File: src/rtl/spectrum_bar_display_pkg.sv
// Shared types and default geometry for the spectrum bar renderer.
// Defaults describe the 640x480 @ 800x525 raster with 16 bars.
package spectrum_disp_pkg;

  localparam int DEF_H_DISPLAY = 640;
  localparam int DEF_H_FRONT   = 16;
  localparam int DEF_H_SYNC    = 96;
  localparam int DEF_H_BACK    = 48;
  localparam int DEF_V_DISPLAY = 480;
  localparam int DEF_V_FRONT   = 10;
  localparam int DEF_V_SYNC    = 2;
  localparam int DEF_V_BACK    = 33;
  localparam int DEF_COLOR_W   = 4;

  localparam int H_TOTAL  = DEF_H_DISPLAY + DEF_H_FRONT + DEF_H_SYNC + DEF_H_BACK;
  localparam int V_TOTAL  = DEF_V_DISPLAY + DEF_V_FRONT + DEF_V_SYNC + DEF_V_BACK;
  localparam int HEIGHT_W = $clog2(DEF_V_DISPLAY + 1);

  typedef enum logic {IDLE, SCALE} scale_state_e;

  typedef struct packed {
    logic [DEF_COLOR_W-1:0] r;
    logic [DEF_COLOR_W-1:0] g;
    logic [DEF_COLOR_W-1:0] b;
  } rgb_t;

  function automatic int span_total(input int disp, input int front, input int sync, input int back);
    return disp + front + sync + back;
  endfunction

endpackage

File: src/rtl/spectrum_bar_display_timing.sv
// Raster counters for the spectrum display: h/v position, raw active-low
// syncs, visible flag, vblank-start and frame-origin events.
module vga_timing
  import spectrum_disp_pkg::*;
#(
  parameter int H_DISPLAY = DEF_H_DISPLAY,
  parameter int H_FRONT   = DEF_H_FRONT,
  parameter int H_SYNC    = DEF_H_SYNC,
  parameter int H_BACK    = DEF_H_BACK,
  parameter int V_DISPLAY = DEF_V_DISPLAY,
  parameter int V_FRONT   = DEF_V_FRONT,
  parameter int V_SYNC    = DEF_V_SYNC,
  parameter int V_BACK    = DEF_V_BACK,
  localparam int LINE_LEN    = span_total(H_DISPLAY, H_FRONT, H_SYNC, H_BACK),
  localparam int FRAME_LINES = span_total(V_DISPLAY, V_FRONT, V_SYNC, V_BACK),
  localparam int H_W = $clog2(LINE_LEN),
  localparam int V_W = $clog2(FRAME_LINES)
) (
  input  logic           clk,
  input  logic           rst_n,
  output logic [H_W-1:0] h,
  output logic [V_W-1:0] v,
  output logic           hsync_raw,
  output logic           vsync_raw,
  output logic           visible,
  output logic           vblank_start,
  output logic           frame_first
);

  always_ff @(posedge clk or negedge rst_n) begin
    if (!rst_n) begin
      h <= '0;
      v <= '0;
    end else if (h == H_W'(LINE_LEN - 1)) begin
      h <= '0;
      v <= (v == V_W'(FRAME_LINES - 1)) ? '0 : v + 1'b1;
    end else begin
      h <= h + 1'b1;
    end
  end

  assign hsync_raw = !((h >= H_W'(H_DISPLAY + H_FRONT)) &&
                       (h <  H_W'(H_DISPLAY + H_FRONT + H_SYNC)));
  assign vsync_raw = !((v >= V_W'(V_DISPLAY + V_FRONT)) &&
                       (v <  V_W'(V_DISPLAY + V_FRONT + V_SYNC)));

  assign visible      = (h < H_W'(H_DISPLAY)) && (v < V_W'(V_DISPLAY));
  assign vblank_start = (h == '0) && (v == V_W'(V_DISPLAY));
  assign frame_first  = (h == '0) && (v == '0);

endmodule

File: src/rtl/spectrum_bar_display.sv
// VGA spectrum renderer: captures bins, scales them to bar heights during
// vblank and draws bars through a 2-stage pixel pipeline. Optional PEAK_HOLD_EN.
//
// state | meaning
// IDLE  | waiting for vblank start
// SCALE | one bin per cycle: clamp, multiply, store height (and peak)
module spectrum_bar_display
  import spectrum_disp_pkg::*;
#(
  parameter int H_DISPLAY  = DEF_H_DISPLAY,
  parameter int H_FRONT    = DEF_H_FRONT,
  parameter int H_SYNC     = DEF_H_SYNC,
  parameter int H_BACK     = DEF_H_BACK,
  parameter int V_DISPLAY  = DEF_V_DISPLAY,
  parameter int V_FRONT    = DEF_V_FRONT,
  parameter int V_SYNC     = DEF_V_SYNC,
  parameter int V_BACK     = DEF_V_BACK,
  parameter int NUM_BARS   = 16,
  parameter int BIN_W      = 16,
  parameter int COLOR_W    = DEF_COLOR_W,
  parameter int BAR_GAP    = 2,
  parameter logic [3*DEF_COLOR_W-1:0] BAR_RGB = 12'hC00,
  parameter int PEAK_DECAY = 2
) (
  input  logic                      clk,
  input  logic                      rst_n,
  input  logic                      bins_valid,
  input  logic [NUM_BARS*BIN_W-1:0] bins_data,
  output logic                      hsync,
  output logic                      vsync,
  output logic [COLOR_W-1:0]        r,
  output logic [COLOR_W-1:0]        g,
  output logic [COLOR_W-1:0]        b,
  output logic                      frame_start
);

  localparam int LINE_LEN    = span_total(H_DISPLAY, H_FRONT, H_SYNC, H_BACK);
  localparam int FRAME_LINES = span_total(V_DISPLAY, V_FRONT, V_SYNC, V_BACK);
  localparam int H_W    = $clog2(LINE_LEN);
  localparam int V_W    = $clog2(FRAME_LINES);
  localparam int BAR_W  = H_DISPLAY / NUM_BARS;
  localparam int COL_W  = (BAR_W > 1) ? $clog2(BAR_W) : 1;
  localparam int IDX_W  = (NUM_BARS > 1) ? $clog2(NUM_BARS) : 1;
  localparam int HT_W   = $clog2(V_DISPLAY + 1);
  localparam int PROD_W = BIN_W + HT_W;
  localparam rgb_t BAR_C = rgb_t'(BAR_RGB);

  logic [H_W-1:0] h;
  logic [V_W-1:0] v;
  logic           hsync_raw, vsync_raw, visible, vblank_start, frame_first;

  vga_timing #(
    .H_DISPLAY (H_DISPLAY), .H_FRONT (H_FRONT), .H_SYNC (H_SYNC), .H_BACK (H_BACK),
    .V_DISPLAY (V_DISPLAY), .V_FRONT (V_FRONT), .V_SYNC (V_SYNC), .V_BACK (V_BACK)
  ) u_timing (
    .clk          (clk),
    .rst_n        (rst_n),
    .h            (h),
    .v            (v),
    .hsync_raw    (hsync_raw),
    .vsync_raw    (vsync_raw),
    .visible      (visible),
    .vblank_start (vblank_start),
    .frame_first  (frame_first)
  );

  // Column/bar tracking follows h without a divider; holds on the last bar past the display area.
  logic [COL_W-1:0] col;
  logic [IDX_W-1:0] bar;
  logic             gap;

  always_ff @(posedge clk or negedge rst_n) begin
    if (!rst_n) begin
      col <= '0;
      bar <= '0;
    end else if (h == H_W'(LINE_LEN - 1)) begin
      col <= '0;
      bar <= '0;
    end else if (h < H_W'(H_DISPLAY - 1)) begin
      if (col == COL_W'(BAR_W - 1)) begin
        col <= '0;
        bar <= bar + 1'b1;
      end else begin
        col <= col + 1'b1;
      end
    end
  end

  assign gap = (BAR_GAP != 0) && (col >= COL_W'(BAR_W - BAR_GAP));

  // Pending bank takes every strobe; the work bank is frozen at vblank start for the scaler.
  logic [NUM_BARS*BIN_W-1:0] pend_bank, work_bank;

  always_ff @(posedge clk or negedge rst_n) begin
    if (!rst_n) begin
      pend_bank <= '0;
      work_bank <= '0;
    end else begin
      if (bins_valid)   pend_bank <= bins_data;
      if (vblank_start) work_bank <= pend_bank;
    end
  end

  scale_state_e     state, state_nx;
  logic [IDX_W-1:0] idx;
  logic             scale_en;

  always_ff @(posedge clk or negedge rst_n) begin
    if (!rst_n) state <= IDLE;
    else        state <= state_nx;
  end

  always_comb begin
    state_nx = state;
    case (state)
      IDLE:    if (vblank_start) state_nx = SCALE;
      SCALE:   if (idx == IDX_W'(NUM_BARS - 1)) state_nx = IDLE;
      default: state_nx = IDLE;
    endcase
  end

  always_comb begin
    scale_en = (state == SCALE);
  end

  always_ff @(posedge clk or negedge rst_n) begin
    if (!rst_n)             idx <= '0;
    else if (state == IDLE) idx <= '0;
    else                    idx <= idx + 1'b1;
  end

  logic [BIN_W-1:0]  bin_sel;
  logic [BIN_W-2:0]  mag;
  logic [PROD_W-1:0] prod;
  logic [HT_W-1:0]   new_h;

  assign bin_sel = work_bank[int'(idx)*BIN_W +: BIN_W];
  assign mag     = bin_sel[BIN_W-1] ? '0 : bin_sel[BIN_W-2:0];
  assign prod    = PROD_W'(mag) * PROD_W'(V_DISPLAY);
  assign new_h   = HT_W'(prod >> (BIN_W - 1));

  logic [HT_W-1:0] height [NUM_BARS];

  always_ff @(posedge clk or negedge rst_n) begin
    if (!rst_n) begin
      for (int i = 0; i < NUM_BARS; i++) height[i] <= '0;
    end else if (scale_en) begin
      height[idx] <= new_h;
    end
  end

  logic [V_W-1:0]   s1_v;
  logic [IDX_W-1:0] s1_bar;
  logic             s1_gap, s1_vis, s1_hs, s1_vs, s1_fs;

  always_ff @(posedge clk or negedge rst_n) begin
    if (!rst_n) begin
      s1_v   <= '0;
      s1_bar <= '0;
      s1_gap <= 1'b0;
      s1_vis <= 1'b0;
      s1_hs  <= 1'b1;
      s1_vs  <= 1'b1;
      s1_fs  <= 1'b0;
    end else begin
      s1_v   <= v;
      s1_bar <= bar;
      s1_gap <= gap;
      s1_vis <= visible;
      s1_hs  <= hsync_raw;
      s1_vs  <= vsync_raw;
      s1_fs  <= frame_first;
    end
  end

  logic bar_on, peak_on;
  assign bar_on = s1_vis && !s1_gap &&
                  (s1_v >= V_W'(V_DISPLAY) - V_W'(height[s1_bar]));

`ifdef PEAK_HOLD_EN
  logic [HT_W-1:0] peak [NUM_BARS];
  logic [HT_W-1:0] peak_dec;
  logic [V_W-1:0]  peak_top;

  assign peak_dec = (peak[idx] > HT_W'(PEAK_DECAY)) ? peak[idx] - HT_W'(PEAK_DECAY) : '0;

  always_ff @(posedge clk or negedge rst_n) begin
    if (!rst_n) begin
      for (int i = 0; i < NUM_BARS; i++) peak[i] <= '0;
    end else if (scale_en) begin
      peak[idx] <= (new_h > peak_dec) ? new_h : peak_dec;
    end
  end

  // A zero peak places the marker rows below the visible area, so it is never drawn.
  assign peak_top = V_W'(V_DISPLAY) - V_W'(peak[s1_bar]);
  assign peak_on  = s1_vis && !s1_gap && (s1_v >= peak_top) && (s1_v <= peak_top + 1'b1);
`else
  assign peak_on = 1'b0;
`endif

  rgb_t pix, pix_nx;

  always_comb begin
    pix_nx = '0;
    if (peak_on)     pix_nx = '1;
    else if (bar_on) pix_nx = BAR_C;
  end

  always_ff @(posedge clk or negedge rst_n) begin
    if (!rst_n) begin
      pix         <= '0;
      hsync       <= 1'b1;
      vsync       <= 1'b1;
      frame_start <= 1'b0;
    end else begin
      pix         <= pix_nx;
      hsync       <= s1_hs;
      vsync       <= s1_vs;
      frame_start <= s1_fs;
    end
  end

  assign r = COLOR_W'(pix.r);
  assign g = COLOR_W'(pix.g);
  assign b = COLOR_W'(pix.b);

endmodule

File: config.mk
export PLATFORM = sky130hd
export DESIGN_NAME = spectrum_bar_display
export DESIGN_NICKNAME = d
export VERILOG_FILES = /design/src/rtl/spectrum_bar_display_pkg.sv /design/src/rtl/spectrum_bar_display_timing.sv /design/src/rtl/spectrum_bar_display.sv
export SDC_FILE = /design/constraint.sdc
export NUM_CORES = 1
export LEC_CHECK = 0
export BUFFER_PORTS_ARGS = -buffer_cell sky130_fd_sc_hd__buf_4
export CORE_ASPECT_RATIO = 1.1
export CORE_UTILIZATION = 40
export CTS_CLUSTER_DIAMETER = 30
export DETAILED_ROUTE_END_ITERATION = 10
export GPL_ROUTABILITY_DRIVEN = 0
export GPL_TIMING_DRIVEN = 0
export SKIP_CTS_REPAIR_TIMING = 1
export SYNTH_ARGS = -nofsm -noshare
export SYNTH_HDL_FRONTEND = slang
export SYNTH_SLANG_ARGS = --single-unit
File: constraint.sdc
create_clock -name clk -period 6.07 [get_ports clk]
set_clock_uncertainty 0.2 [all_clocks]
set_input_delay 0.3035 -clock clk [delete_from_list [all_inputs] [get_ports clk]]
set_output_delay 0.3035 -clock clk [all_outputs]
set_load 0.005 [all_outputs]
==> results.md, run 1 <==
- Startpoint Class: flop
- CP Capture Point: height[89]
- EDFF count, synth: 0
- Number of port buffers: roughly 260
- Top sig layer: met5
- WL met3: 3868 um
- Mux contribution to synthesized area: 0.2691
- XOR/XNOR Fraction of Synth Area: 0.01384
- Crit. path cell count: 21
- Setup WS pre-CTS: -1.635 ns
- Die area: approximately 80000 um^2
- Non-Filler Instances: roughly 4100
- Vias in the first global route: about 22000
- Inst Count DP: about 3500
- Total CTS buffers: 144
- Worst Path Required: between 6 and 7 ns
- Avg WL per Cell: roughly 22 um
- Vias per cell: between 5 and 6
- Antenna Nets Post-Route: 0
- Final-stage net count: roughly 3300
- Tightest Hold Check Type: in -> async
- Simple-Gate Fraction of Synth Area: 0.04546
- PwrDens: around 330 nW/um^2
- Setup Viol. Count Final: 0
- Root Buffer: clkbuf_16
- Initial Utilization: 0.4048
- Max-slew violation count: 0
- Fin util: 0.5554
- H-tree Lvls: 4
- Mapped cell area: 31380 um^2
- Synth Register Bits: between 700 and 800
- Worst R2R End: height[89]
- Reg2reg path depth: 21
- Max-Cap Viols: 0
- Maximum number of pins on one net before global-route repair: 114
- Final hold viol count: 0
- Peak supply drop: approximately 260 uV
- Final hold slack: approximately 0.059 ns
- Slowest cell on crit path: dfrtp_1
- CP max stage delay: about 0.44 ns
- Max Root-Sink Buffers: 3
- CTS tree: built
- Final HPWL DP: 62040 um
- Relative slew slack: 0.3319
- Drt drc: 0
- Grt total ovfl: 0
- Sw Pwr: between 3 and 4 mW
- Largest family of logic cells by synthesized area: multiplexers
- Ys flop type: dfrtp_1
- First-pass GRT wire length: between 100000 and 150000 um
- # clock sinks: approximately 700
- M1 WL: roughly 36000 um
- Drt pass-1 iters: 5
- Core area: about 78000 um^2
- Vias: approximately 21000
- CP arrival: roughly 6.3 ns
- Syn. warnings: 0
- Outcome: finished clean
- Worst Path Buf+Inv: 7
- Reg2reg start: idx[1]
- Compound-gate portion of the synthesized area: 0.04227
- Clock share of power: 0.593
- R2R setup slack: ~0.17 ns
- Leakage power: 20.03 nW
- Number of antenna violations at the first check in global routing: 5
- # rows: between 100 and 150
- Share of cells above drive strength 1: 0.4006
- Boundary pin count: between 200 and 300
- Crit path from: idx[1]
- Delay-heaviest family, CP: compound AO/OA/AOI/OAI gates
- Die width: about 270 um
- FFs w/ async S/R, synth: 1.000
- Final Instance Area: ~43000 um^2
- Critical Setup Path Class: reg -> reg
- Area after DPL: 34850 um^2
- Total internal power: 10.99 mW
- Total track usage: 0.2253
- Seq/Total Area, Yosys: 0.5696
- Flop pwr share: 0.360
- Area growth, synth to finish: 37.20%
- Clock Latency Late Sink: 0.71 ns
- Reg clk slew, reported paths: approximately 0.050 ns
- Met2 WL: 47680 um
- Worst-path cell chain: buf_6 > clkbuf_4 > clkbuf_2 > mux4_2 > mux2i_1 > nand2_1 > o211a_1 > inv_1 > fa_1 > inv_1 > fa_1 > ha_1 > a21oi_2 > o211ai_1 > a221o_1 > a31o_4 > a221oi_4 > xor2_2 > buf_4 > buf_4 > o21ai_1
- Die Span Y: roughly 300 um
- Final Routed Wirelength: around 91000 um
- Final worst path period share: 0.9726
- Distinct cells, synth: 58
- Minimum clock period after layout: a little under 6 ns
- CP max FO: 10
- Adder-Cell Fraction of Synth Area: 0.03086
- Post-Syn Instances: approximately 2200
- Fmax: 0.1694 GHz
- Combinational power share: 0.047
- Worst slew pin tran: 1.002 ns
- Switching share of power: 0.2149
- Min setup slack post-route: approximately 0.17 ns
- Setup TNS: 0 ns
- Critical Path End Type: flop
- Initial DRC Count: 1190
- Overall Power: approximately 14 mW
- Syn Area/Cell: ~14 um^2
[worst register-to-register path: cells and delay by family (launching register included)]
kind,cells,cell delay (ns)
AOI/OAI and AO/OA,7,1.62
adders and majority gates,3,1.15
buffers and inverters,7,1.56
and+or+nand+nor,1,0.07
DFF,1,0.44
muxes,2,0.57
xor gates and xnor gates,1,0.19
[sequential cells by signal, indices dropped and copies added, names as in the netlist, 4 cells and up]
signal and cells:
height 144, s1_v 10, pend_bank 256, u_timing.h 10
col 6, u_timing.v 10, s1_bar 4, work_bank 256
idx 4, bar 4
[cell usage after synthesis, types with 8 or more instances]
library cell / n / area [um^2]
inv_1: 51 / 191.4
nor2_1: 28 / 105.1
nor3_1: 8 / 40.04
nand3_1: 11 / 55.05
o21ai_0: 152 / 760.7
buf_2: 36 / 180.2
xnor2_1: 19 / 166.4
mux4_2: 107 / 2410
buf_4: 13 / 97.59
dfrtp_1: 710 / 17770
o21ai_1: 14 / 70.07
fa_1: 14 / 280.3
a21oi_1: 21 / 105.1
nor2b_1: 9 / 56.30
and2_1: 11 / 68.82
mux2_2: 478 / 5383
nand2_1: 219 / 822.0
mux2i_1: 11 / 110.1
ha_1: 50 / 625.6
buf_1: 8 / 30.03
nand4_1: 13 / 81.33
a22oi_1: 12 / 90.09
xor2_1: 25 / 219.0
mux2_1: 41 / 461.7
a21o_1: 11 / 82.58
clkbuf_1: 71 / 266.5
[placed cells by master (no fill, tap or decap), drive strengths merged, types with 9 or more instances in the layout]
cell,count
a21o,11
mux2,519
inv,59
and2,11
clkbuf,260
xor2,26
clkinv,34
nor2,28
ha,50
dlygate4sd3,257
a21oi,21
a22oi,12
bufinv,22
nand4,13
mux4,110
nor2b,9
nand3,11
dfrtp,710
o21ai,166
fa,14
mux2i,11
nand2,219
xnor2,21
buf,359
conb,10
[cell type report]
class	count	area (um^2)
diodes	5	12.51
plain buffers	137	804.5
clock buffers	188	4053
clock inverters	72	1147
fillers	6212	34460
inverters	51	191.4
multi-input cells	1330	12740
flip-flops and latches	714	17870
well taps	1035	1295
repair buffers	551	4932
[routing by layer]
layer / vias to the layer above / global-route usage
met4: 4 / 0.07968
li1: 9379 / -
met5: - / 0
met3: 177 / 0.04858
met1: 11050 / 0.2759
met2: 533 / 0.3909
[how the worst min path moves through the flow]
| stage | cells after the start | endpoint | slack, ns | start |
|---|---|---|---|---|
| floorplan | 0 | bar[0] | -0.19 | rst_n |
| global placement | 0 | frame_start | 0.15 | s1_fs |
| global route | 2 | pend_bank[67] | 0.07 | bins_valid |
| CTS | 1 | work_bank[70] | -0.52 | rst_n |
| finish | 2 | pend_bank[70] | 0.06 | rst_n |
| detailed placement | 0 | frame_start | 0.14 | s1_fs |
[kinds of logic (layout without fill, tap and decap cells)]
| group | after synthesis | in the layout |
|---|---|---|
| AOI/OAI and AO/OA | 236 | 236 |
| xor gates and xnor gates | 47 | 47 |
| adders and majority gates | 70 | 70 |
| buffers and inverters | 189 | 999 |
| DFF | 714 | 714 |
| muxes | 640 | 640 |
| other | 1 | 15 |
| and+or+nand+nor | 327 | 327 |
[power groups by stage]
stage                     clock [mW]  combinational (mW)  sequential, mW
after floorplan                    0               0.213            5.07
after global placement             0               0.490            5.11
after detailed placement           0               0.519            5.11
after CTS                       8.42               0.521            5.04
after global routing            8.68               0.706            5.06
final                           8.30               0.652            5.04
Power figures use the tool's default switching activity.
==> run 2, diff against run 1 <==
Settings changed: BUFFER_PORTS_ARGS -buffer_cell sky130_fd_sc_hd__buf_4 to -buffer_cell sky130_fd_sc_hd__buf_2, CELL_PAD_IN_SITES_DETAIL_PLACEMENT set to 1, CELL_PAD_IN_SITES_GLOBAL_PLACEMENT set to 1, PLACE_DENSITY_LB_ADDON set to 0.1, SLEW_MARGIN set to 30.
==> results.md, run 2 (synthesis results as in run 1) <==
- Worst Path Required: 6.45 ns (about the same)
- GR peak layer: met2
- Max-Cap Viols: 0 (unchanged)
- Max Root-Sink Buffers: 3 (unchanged)
- Largest registers: pend_bank (256), work_bank (256), height (144)
- Startpoint Class: flop
- Area growth, synth to finish: 35.96%
- Final HPWL DP: 67450 um (+8.7%)
- M1 GR Usage: 0.2983 (+0.02244)
- CP max stage delay: 0.43 ns (about the same)
- PwrDens: 332.7 nW/um^2 (+2.4%)
- Worst-path cell chain: buf_6 > clkbuf_4 > buf_2 > mux4_2 > mux2i_1 > nand2_1 > o211a_1 > inv_1 > fa_1 > inv_1 > fa_1 > ha_1 > a21oi_1 > o211ai_1 > a221o_1 > a31o_4 > a21oi_2 > xor2_2 > buf_4 > buf_4 > o21ai_0
- Outcome: finished clean
- Critical Path End Type: flop
- Vias: 21320 (+0.82%)
- Final hold slack: 0.01125 ns (-0.04729 ns)
- Maximum number of pins on one net before global-route repair: 120 (+5.3%)
- Max-slew violation count: 0 (unchanged)
- Die width: 269.1 um (unchanged)
- Tightest Hold Check Type: in -> async
- Initial Utilization: 0.4048 (unchanged)
- Commonest non-fill, non-tap cell in the layout: dfrtp_1
- Critical Setup Path Class: reg -> reg
- Fmax: 0.1692 GHz (-0.14%)
- Setup WS pre-CTS: -1.704 ns (-0.06901 ns)
- Commonest non-fill, non-tap cells in the layout: dfrtp_1, mux2_2, buf_2
- Drt pass-1 iters: 7 (+2)
- Non-Filler Instances: 4096 (+0.32%)
- H-tree Lvls: 4 (unchanged)
- Vias in the first global route: 22760 (+4.6%)
- Clock Latency Late Sink: 0.74 ns (+0.03 ns)
- Final hold viol count: 0 (unchanged)
- Drt drc: 0 (unchanged)
- Overall Power: 14.20 mW (+1.4%)
- Number of antenna violations at the first check in global routing: 13 (+8)
- Relative slew slack: 0.3018 (-0.03003)
- Initial DRC Count: 1021 (-14%)
- GR met3 Demand/Resource: 0.05065 (+0.002076)
- Total track usage: 0.2474 (+0.02211)
- Area after DPL: 34230 um^2 (-1.8%)
- Inst Count DP: 3537 (+0.028%)
- Setup Viol. Count Final: 0 (unchanged)
- # rows: 107 (unchanged)
- Die Span Y: 295.8 um (unchanged)
- CP arrival: 6.29 ns (about the same)
- Final-stage net count: 3262 (+0.31%)
- Final Routed Wirelength: 101000 um (+11%)
- Root Buffer: clkbuf_16
- # clock sinks: 714 (unchanged)
- Avg WL per Cell: 24.65 um (+11%)
- Fin util: 0.5504 (-0.005020)
- CP max FO: 10 (unchanged)
- Vias per cell: 5.204 (+0.50%)
- CTS tree: built
- Final Instance Area: 42660 um^2 (-0.90%)
- Final worst path period share: 0.9740 (+0.001329)
- Minimum clock period after layout: 5.912 ns (+0.008065 ns)
- Min setup slack post-route: 0.1581 ns (-0.008065 ns)
- Peak supply drop: 276.6 uV (+7.3%)
- Core area: 77520 um^2 (unchanged)
- Met2 Use GR: 0.4408 (+0.04997)
- Boundary pin count: 274 (unchanged)
- Antenna Nets Post-Route: 0 (unchanged)
- First-pass GRT wire length: 143900 um (+8.7%)
- Worst slew pin tran: 1.047 ns (+0.04505 ns)
- Setup TNS: 0 ns (unchanged)
- Leakage power: 19.90 nW (-0.63%)
- Fill cells: 7532 (+21%)
- Total CTS buffers: 151 (+4.9%)
- Share of cells above drive strength 1: 0.4057 (+0.005097)
- Die area: 79570 um^2 (unchanged)
- Reg clk slew, reported paths: 0.05 ns (about the same)
- Number of port buffers: 262 (unchanged)
- Slowest cell on crit path: dfrtp_1
- Grt total ovfl: 0 (unchanged)
run 2: cell types whose count changed in the layout (fill, tap and decap cells not counted), moves of 3 or more:
cell	before	now
clkbuf_8	22	26
diode_2	5	2
bufinv_16	22	19
buf_4	297	40
buf_16	7	10
clkbuf_16	147	153
buf_2	30	292
clkinvlp_4	8	18
run 2: power by group:
group	internal, mW	switching, mW
Sequential	4.95	0.102
Clock	5.75	2.78
Combinational	0.343	0.273
run 2: layout make-up:
type	count	area, um^2	share of cell area
Buffer	138	835.8	0.01959
Sequential cell	714	17870	0.4189
Tap cell	1035	1295	0.03035
Clock buffer	196	4250	0.09962
Inverter	51	191.4	0.004487
Multi-Input combinational cell	1330	12800	0.3000
Clock inverter	77	1086	0.02546
Antenna cell	2	5.005	0.0001173
Timing Repair Buffer	553	4327	0.1014
run 2: worst paths after layout:
path / slack, ns / endpoint / start / cells after the start
setup reg to reg: 0.16 / height[113] / idx[1] / 21
min in group clk: 0.01 / pend_bank[76] / bins_valid / 2
setup / recovery: 0.16 / height[113] / idx[1] / 21
max in group asynchronous: 4.20 / work_bank[209] / rst_n / 5
hold reg to reg: 0.15 / frame_start / s1_fs / 0
hold / removal: 0.01 / height[105] / rst_n / 3
run 2: critical path, delay by kind of cell (launching register included):
kind	cells	cell delay, ns
adders and majority gates	3	1.14
muxes	2	0.55
buffers and inverters	7	1.56
DFF	1	0.43
AOI/OAI and AO/OA	7	1.68
and+or+nand+nor	1	0.07
xor gates and xnor gates	1	0.15
run 2: layer usage:
metal / up-vias / share of wire
met5: - / 0.00091
met4: 14 / 0.030
met3: 178 / 0.033
met2: 430 / 0.54
met1: 11290 / 0.40
li1: 9404 / -
==> run 3, diff against run 2 <==
Settings changed: CORE_MARGIN set to 2, GPL_ROUTABILITY_DRIVEN 0 to unset, SYNTH_HIERARCHICAL set to 1.
==> results.md, run 3 <==
- Outcome: finished clean
- Commonest non-fill, non-tap cells in the layout: dfrtp_1, mux2_2, buf_2
- Max-slew violation count: 0 (unchanged)
- Die Span Y: 300.4 um (+1.6%)
- Final hold viol count: 0 (unchanged)
- Adder-Cell Fraction of Synth Area: 0.02957 (-0.001292)
- Max-Cap Viols: 0 (unchanged)
- Vias per cell: 5.260 (+1.1%)
- Number of antenna violations at the first check in global routing: 4 (-9)
- Worst slew pin tran: 0.9677 ns (-0.07951 ns)
- First-pass GRT wire length: 146200 um (+1.6%)
- # clock sinks: 714 (unchanged)
- Yosys top cell by area: dfrtp_1
- Compound-gate portion of the synthesized area: 0.04539 (+0.003128)
- Slowest cell on crit path: mux4_2
- Final worst path period share: 0.9611 (-0.01282)
- Reg clk slew, reported paths: 0.05 ns (about the same)
- Boundary pin count: 274 (unchanged)
- Ranking of synthesized cells by area: dfrtp_1, mux2_2, mux4_2, o21ai_0, nand2_1
- CP max stage delay: 0.56 ns (+0.13 ns)
- Most frequent cells after synthesis: dfrtp_1, mux2_2, nand2_1, o21ai_0, clkbuf_1
- Initial Utilization: 0.4041 (-0.0006916)
- Ys flop type: dfrtp_1
- Mapped cell area: 31950 um^2 (+1.8%)
- CP max FO: 10 (unchanged)
- Top-count cell post-synth: dfrtp_1
- Delay-heaviest family, CP: compound AO/OA/AOI/OAI gates
- Final Routed Wirelength: 102300 um (+1.4%)
- Worst-path cell chain: buf_12 > buf_16 > buf_16 > buf_12 > mux4_2 > mux2_2 > o21ai_2 > nor2_4 > inv_1 > fa_1 > inv_1 > ha_1 > a21o_1 > ha_1 > a211oi_2 > o21ai_2 > a21oi_2 > nor2_1 > o41ai_2 > xor2_2 > buf_4 > buf_6 > o21ai_0
- Share of cells above drive strength 1: 0.3984 (-0.007327)
- Synth top area share: 0.5562 (-0.01005)
- Max Root-Sink Buffers: 3 (unchanged)
- Peak supply drop: 196.7 uV (-29%)
- Minimum clock period after layout: 5.834 ns (-0.07785 ns)
- Vias in the first global route: 23570 (+3.6%)
- Largest family of logic cells by synthesized area: multiplexers
- Vias: 22190 (+4.1%)
- Final Instance Area: 43370 um^2 (+1.7%)
- Die width: 273.5 um (+1.6%)
- Largest registers: pend_bank (256), work_bank (256), height (144)
- Core area: 79050 um^2 (+2.0%)
- Post-Syn Instances: 2340 (+5.2%)
- Simple-Gate Fraction of Synth Area: 0.05906 (+0.01361)
- Placer Congestion: approximately 0.84
- Initial DRC Count: 968 (-5.2%)
- Die area: 82140 um^2 (+3.2%)
- Critical Setup Path Class: reg -> reg
- Syn. warnings: 6 (+6)
- Clock Latency Late Sink: 0.75 ns (about the same)
- Number of port buffers: 262 (unchanged)
- Setup Viol. Count Final: 0 (unchanged)
- Non-Filler Instances: 4219 (+3.0%)
- # rows: 108 (+0.93%)
- H-tree Lvls: 4 (unchanged)
- Relative slew slack: 0.3548 (+0.05301)
- Mux contribution to synthesized area: 0.2649 (-0.004147)
- Drt drc: 0 (unchanged)
- Min setup slack post-route: 0.2360 ns (+0.07785 ns)
- FFs w/ async S/R, synth: 1.000 (unchanged)
- Grt total ovfl: 0 (unchanged)
- Setup WS pre-CTS: -1.564 ns (+0.1409 ns)
- Maximum number of pins on one net before global-route repair: 123 (+2.5%)
- Final-stage net count: 3373 (+3.4%)
- Commonest non-fill, non-tap cell in the layout: dfrtp_1
- Area growth, synth to finish: 35.76%
- Total CTS buffers: 159 (+5.3%)
- CP arrival: 6.20 ns (-0.09 ns)
- Critical Path End Type: flop
- Overall Power: 14.50 mW (+2.2%)
- Distinct cells, synth: 63 (+8.6%)
- EDFF count, synth: 0 (unchanged)
- Inst Count DP: 3662 (+3.5%)
- Startpoint Class: flop
- Antenna Nets Post-Route: 0 (unchanged)
- PwrDens: 334.4 nW/um^2 (+0.51%)
- Area after DPL: 34780 um^2 (+1.6%)
- Worst Path Required: 6.44 ns (about the same)
- Tightest Hold Check Type: in -> reg
- XOR/XNOR Fraction of Synth Area: 0.01257 (-0.001264)
- Drt pass-1 iters: 5 (-2)
- Root Buffer: clkbuf_16
- Worst Path Buf+Inv: 8 (+1)
- Synth Register Bits: 714 (unchanged)
- Final HPWL DP: 68930 um (+2.2%)
- Avg WL per Cell: 24.25 um (-1.6%)
- CTS tree: built
- Fmax: 0.1714 GHz (+1.3%)
- Total track usage: 0.2391 (-0.008333)
- Syn Area/Cell: 13.65 um^2 (-3.2%)
- Leakage power: 20.14 nW (+1.2%)
- Seq/Total Area, Yosys: 0.5595 (-0.01011)
run 3: cell count changes after synthesis, sizes merged, moves of 5 or more:
cell and delta:
nor2 +30, a21oi +12, a31oi +5, clkbuf +41
buf -19, nand2 -22, nor2b +7, nand3 +31
or3 +12, a21o +8, and2 +5, and3 +7
run 3: metal layers:
| metal | vias up | global-route usage | routed length (um) |
|---|---|---|---|
| met5 | - | 0 | 25 |
| met1 | 11770 | 0.2861 | 40440 |
| met2 | 451 | 0.4328 | 55610 |
| met4 | 6 | 0.07533 | 3044 |
| met3 | 180 | 0.04514 | 3210 |
| li1 | 9788 | - | - |
run 3: cell families after synthesis:
family                     Yosys count
AOI/OAI and AO/OA                  257
xor gates and xnor gates            45
adders and majority gates           69
buffers and inverters              210
DFF                                714
muxes                              642
other                                1
and+or+nand+nor                    402
run 3: worst reg2reg max path, stage by stage (launching register included):
cell and delay [ns]:
dfrtp_2 0.46, buf_12 0.14, buf_16 0.18, buf_16 0.21, buf_12 0.22, mux4_2 0.58
mux2_2 0.36, o21ai_2 0.21, nor2_4 0.06, inv_1 0.12, fa_1 0.43, inv_1 0.07
ha_1 0.25, a21o_1 0.17, ha_1 0.30, a211oi_2 0.26, o21ai_2 0.13, a21oi_2 0.24
nor2_1 0.11, o41ai_2 0.40, xor2_2 0.16, buf_4 0.16, buf_6 0.15, o21ai_0 0.12
run 3: final cells by class:
type | instances | area [um^2]
plain buffers | 160 | 872.1
clock inverters | 60 | 975.9
repair buffers | 539 | 4194
diodes | 1 | 2.502
well taps | 1045 | 1308
fillers | 7750 | 35680
inverters | 50 | 187.7
clock buffers | 225 | 4599
multi-input cells | 1425 | 13360
flip-flops and latches | 714 | 17870
run 3: path summary, 6_finish.rpt:
path	from	to	slack [ns]	cells past startpoint
worst max-delay path	idx[0]	height[122]	0.24	23
worst min-delay path	bins_valid	pend_bank[169]	0.03	2
worst max register to register	idx[0]	height[122]	0.24	23
worst min register to register	s1_fs	frame_start	0.15	0
max in group asynchronous	rst_n	work_bank[99]	3.05	7
min in group asynchronous	rst_n	height[132]	0.53	4
run 3: report_power, final:
group	leakage, nW	total [mW]	internal, mW	switching, mW
Clock	2.73	8.84	6.06	2.78
Combinational	8.08	0.618	0.342	0.276
Sequential	9.34	5.05	4.95	0.101
run 3: per-stage QoR:
step,setup TNS [ns],utilization,hold WS (ns)
after floorplan,0,-,-0.1921
final,0,0.5486,0.03010
after global placement,-7500.44,0.4377,0.1427
after detailed placement,-152.95,0.4400,-0.0007017
after global routing,-0.09986,0.5486,0.003993
after CTS,-156.29,0.5105,-0.7865
